--- src/rtl/booth_seq_mult.sv ---
// Sequential radix-2 Booth multiplier: one add/sub-and-shift step per cycle, start/busy/done handshake.
// Optional macro BOOTH_SEQ_MULT_ABORT_EN adds an abort input that cancels a running operation.
module booth_seq_mult #(
  parameter int WIDTH = 8
) (
  input  logic                 clk,
  input  logic                 rst_n,
  input  logic                 start,
  input  logic                 signed_mode,
  input  logic [WIDTH-1:0]     multiplicand,
  input  logic [WIDTH-1:0]     multiplier,
`ifdef BOOTH_SEQ_MULT_ABORT_EN
  input  logic                 abort,
`endif
  output logic                 busy,
  output logic                 done,
  output logic [2*WIDTH-1:0]   product
);

  localparam int W1 = WIDTH + 1;
  localparam int AW = W1 + 1;
  localparam int CW = $clog2(W1 + 1);

  typedef enum logic [0:0] {
    IDLE = 1'b0,
    CALC = 1'b1
  } state_t;

  state_t             state_r;
  logic [AW-1:0]      acc_r;
  logic [W1-1:0]      q_r;
  logic [W1-1:0]      m_r;
  logic               qm1_r;
  logic [CW-1:0]      cnt_r;
  logic               busy_r;
  logic               done_r;
  logic [2*WIDTH-1:0] product_r;

  logic [AW-1:0]      sum_s;
  logic [AW-1:0]      acc_nx_s;
  logic [W1-1:0]      q_nx_s;
  logic               abort_s;

`ifdef BOOTH_SEQ_MULT_ABORT_EN
  assign abort_s = abort;
`else
  assign abort_s = 1'b0;
`endif

  // One extra top bit lets the signed core cover the full unsigned operand range.
  function automatic logic [W1-1:0] extend_op(input logic [WIDTH-1:0] v, input logic sgn);
    return {sgn & v[WIDTH-1], v};
  endfunction

  // Booth add/subtract followed by arithmetic right shift of {acc, Q}.
  always_comb begin
    sum_s = acc_r;
    case ({q_r[0], qm1_r})
      2'b01:   sum_s = acc_r + {m_r[W1-1], m_r};
      2'b10:   sum_s = acc_r - {m_r[W1-1], m_r};
      default: sum_s = acc_r;
    endcase
    acc_nx_s = {sum_s[AW-1], sum_s[AW-1:1]};
    q_nx_s   = {sum_s[0], q_r[W1-1:1]};
  end

  // Control FSM, datapath registers and registered outputs.
  always_ff @(posedge clk or negedge rst_n) begin
    if (!rst_n) begin
      state_r   <= IDLE;
      acc_r     <= '0;
      q_r       <= '0;
      m_r       <= '0;
      qm1_r     <= 1'b0;
      cnt_r     <= '0;
      busy_r    <= 1'b0;
      done_r    <= 1'b0;
      product_r <= '0;
    end else begin
      done_r <= 1'b0;
      case (state_r)
        IDLE: begin
          if (start) begin
            m_r     <= extend_op(multiplicand, signed_mode);
            q_r     <= extend_op(multiplier, signed_mode);
            acc_r   <= '0;
            qm1_r   <= 1'b0;
            cnt_r   <= CW'(W1);
            busy_r  <= 1'b1;
            state_r <= CALC;
          end else begin
            busy_r  <= 1'b0;
            state_r <= IDLE;
          end
        end
        CALC: begin
          if (abort_s) begin
            busy_r  <= 1'b0;
            state_r <= IDLE;
          end else begin
            acc_r <= acc_nx_s;
            q_r   <= q_nx_s;
            qm1_r <= q_r[0];
            cnt_r <= cnt_r - CW'(1);
            // Last step: the shifted {acc, Q} already holds the full product.
            if (cnt_r == CW'(1)) begin
              product_r <= {acc_nx_s[WIDTH-2:0], q_nx_s};
              done_r    <= 1'b1;
              busy_r    <= 1'b0;
              state_r   <= IDLE;
            end else begin
              busy_r  <= 1'b1;
              state_r <= CALC;
            end
          end
        end
        default: begin
          busy_r  <= 1'b0;
          state_r <= IDLE;
        end
      endcase
    end
  end

  assign busy    = busy_r;
  assign done    = done_r;
  assign product = product_r;

endmodule

--- config.mk ---
export PLATFORM = sky130hd
export DESIGN_NAME = booth_seq_mult
export DESIGN_NICKNAME = d
export VERILOG_FILES = /design/src/rtl/booth_seq_mult.sv
export SDC_FILE = /design/constraint.sdc
export NUM_CORES = 1
export LEC_CHECK = 0
export BUFFER_PORTS_ARGS = -buffer_cell sky130_fd_sc_hd__buf_2
export CAP_MARGIN = 10
export CORE_UTILIZATION = 57
export DETAILED_ROUTE_END_ITERATION = 6
export GPL_ROUTABILITY_DRIVEN = 0
export HOLD_SLACK_MARGIN = 0.08
export PLACE_DENSITY = 0.89
export SETUP_SLACK_MARGIN = 0.3
export SYNTH_ARGS = -nofsm -noshare
export SYNTH_HDL_FRONTEND = slang
export SYNTH_SLANG_ARGS = --single-unit
--- constraint.sdc ---
create_clock -name clk -period 2.8 [get_ports clk]
set_input_delay 0.28 -clock clk [delete_from_list [all_inputs] [get_ports clk]]
set_output_delay 0.28 -clock clk [all_outputs]
set_load 0.01 [all_outputs]
==> flow_metrics.env <==
export IMPL_status="finished clean"
export IMPL_ys_types=36
export IMPL_die_w_um=70.0
export IMPL_root_buffer="clkbuf_8"
export IMPL_dpl_cell_area_mm2=0.00285
export IMPL_numCtsBuffers=5
export IMPL_reg2reg_slack_ps=380
export IMPL_synth_cells=279
export IMPL_ant_nets=0
export IMPL_route_vias_total=2136
export IMPL_worstRegToRegCells=11
export IMPL_required_ps=3030
export IMPL_mappedNetlistNets=313
export IMPL_grt_ovfl_total=0
export IMPL_drt_iter0_drc=152
export IMPL_fin_crit_ps=2420
export IMPL_num_antenna_cells=0
export IMPL_maxSlewViolCount=0
export IMPL_postRouteWirelength_mm=5.82
export IMPL_wl_per_cell_um=15.7
export IMPL_whs_ps=161
export IMPL_setup_tns_ps=0
export IMPL_grt_max_degree=51
export IMPL_fp_dieH_um=70.0
export IMPL_slew_headroom_pct=27.0
export IMPL_yosys_warnings=0
export IMPL_design_area_mm2=0.00312
export IMPL_route_detailed_drc=0
export IMPL_core_area_mm2=0.00438
export IMPL_num_rows=24
export IMPL_grt_setup_unrepaired="true"
export IMPL_initial_core_util_pct=60.1
export IMPL_area_growth_pct=18.3
export IMPL_syn_area_mm2=0.00264
export IMPL_yosysTopAreaCellShare_pct=47.5
export IMPL_cts_max_path_buffers=2
export IMPL_hold_class="input pin to async pin"
export IMPL_cp_arrival_ps=2650
export IMPL_worst_r2r_startpoint="m_r[0]"
export IMPL_r2r_end="acc_r[5]"
export IMPL_final_cell_mix="nand2_1, dfrtp_1, buf_2"
export IMPL_finalSetupViolCount=0
export IMPL_path_class="flop to flop"
export IMPL_drv_cap=0
export IMPL_grt_pass1_wl_mm=9.41
export IMPL_die_area_mm2=0.00490
export IMPL_clk_latency_ps=320
export IMPL_cts_sinks=50
export IMPL_grt_pass1_vias=1999
export IMPL_antenna_found_initial=0
export IMPL_timing_fmax_mhz=413
export IMPL_cts_hold_buf=0
export IMPL_htree_num_levels=2
export IMPL_netlist_top_cells_area="dfrtp_1, nand2_1, o21ai_0"
export IMPL_io_pins=38
export IMPL_fin_nets=352
export IMPL_fin_skew_ps=9.75
export IMPL_fin_util_pct=71.1
export IMPL_hold_violations=0
export IMPL_cp_slowest_cell="dfrtp_1"
export IMPL_synth_largest_area_cell="dfrtp_1"
export IMPL_yosysSeqAreaShare_pct=47.5
export IMPL_track_usage_pct=24.6
export IMPL_max_stage_delay_ps=440
export IMPL_crit_chain="inv_2 > ha_4 > nor2_1 > xnor2_1 > ha_1 > nor2b_2 > o31a_1 > o21ai_2 > nand2b_1 > xnor2_2 > o21ai_0"
export IMPL_cp_end_kind="flop"
export IMPL_dr_pass1_iters=4
export IMPL_drt_vias_per_instance=5.76
export IMPL_drive_above_1_share_pct=24.1
export IMPL_cts_tree="done"
export IMPL_syn_area_per_cell_um2=9.44
export IMPL_finalCritPeriodShare_pct=86.4
export IMPL_synth_seq_cells=50
export IMPL_worst_pin_slew_ps=1100
export IMPL_clk_pin_slew_worst_paths_ps=100
export IMPL_io_buffers=37
export IMPL_mostFrequentLayoutCell="nand2_1"
export IMPL_dp_hpwl_mm=3.74
export IMPL_start_kind="flop"
export IMPL_cp_max_fo=4
-- stage by stage --
stage | worst slack (ps) | cells
finish | 381 | 371
global route | 239 | 371
CTS | 307 | 367
detailed placement | 190 | 358
global placement | 280 | 358
floorplan | 436 | 279
-- metal layers --
metal	share of wire (%)	global-route usage (%)
met1	47	33.8
met2	47	37.6
met3	4.4	4.91
met4	2.1	11.3
met5	0	0
-- how the worst max path moves through the flow --
stage | slack [ps] | end | cells after the start | startpoint
final | 380 | acc_r[5] | 11 | m_r[0]
after global routing | 240 | acc_r[5] | 11 | m_r[0]
after CTS | 310 | product[15] | 10 | m_r[2]
after detailed placement | 190 | acc_r[7] | 10 | qm1_r
after global placement | 280 | acc_r[7] | 10 | qm1_r
after floorplan | 440 | acc_r[8] | 12 | qm1_r
-- flip-flops by register name, indices dropped and copies added, names as in the netlist --
register	cells
acc_r	9
busy	1
cnt_r	4
done	1
m_r	9
product	16
q_r	9
qm1_r	1
-- synth_stat cells --
cell      number
nor3_1         6
nand2b_1       1
a32oi_1        1
nor2_1        14
nor3b_1        2
buf_2          4
o31a_1         1
o211a_1        1
a21oi_1       11
a22o_1         2
o21ai_1        2
or3_1          2
a311oi_1       1
nand3_1        2
inv_2          1
o21a_1         2
mux2i_1       11
o21ai_0       37
clkbuf_1       9
dfrtp_1       50
nor2b_1        6
xor2_1         3
inv_1         13
ha_1          13
mux2_2         6
xnor2_1       13
or3_4          1
nand2_1       51
a211oi_1       1
nor4b_2        1
a31oi_1        4
fa_1           1
a21o_1         1
nand3b_1       3
o31ai_1        1
or2_2          1
-- worst max-delay path: cells and delay by family, from the launching register on --
kind | cells | cell delay, ps
AND/OR/NAND/NOR | 3 | 440
AO/OA/AOI/OAI | 3 | 630
XOR/XNOR | 2 | 290
flip-flops | 1 | 440
adder cells (fa/ha/maj) | 2 | 460
buffers and inverters | 1 | 80
-- what timing repair did --
| item | in CTS | in global routing |
|---|---|---|
| gates resized for setup | 5 | 20 |
| buffers inserted | 1 | 4 |
| pin swaps | 1 | 10 |
| endpoints found under the hold margin | 0 | 0 |
| cloned | 0 | 0 |
| endpoints found under the setup margin | 10 | 10 |
-- cell families (layout without fill, tap and decap cells) --
kind of cell    Yosys count  in the layout  synth area share [%]
simple gates             90             90                  15.6
compound gates           65             65                  13.9
flops                    50             50                  47.5
buf+inv                  27             67                  4.04
mux                      17             17                  6.74
xor+xnor                 16             16                  5.32
fa+ha+maj                14             14                  6.93
-- layout make-up --
type	count	area (um^2)
Clock inverter	3	48.8
Tap cell	52	65.1
Sequential cell	50	1250
Inverter	14	52.6
Multi-Input combinational cell	202	1390
Fill cell	319	1270
Timing Repair Buffer	45	245
Clock buffer	5	68.8
Power is not shown: default switching activity piles up to over one toggle a cycle in this logic, so the estimate is an artifact.
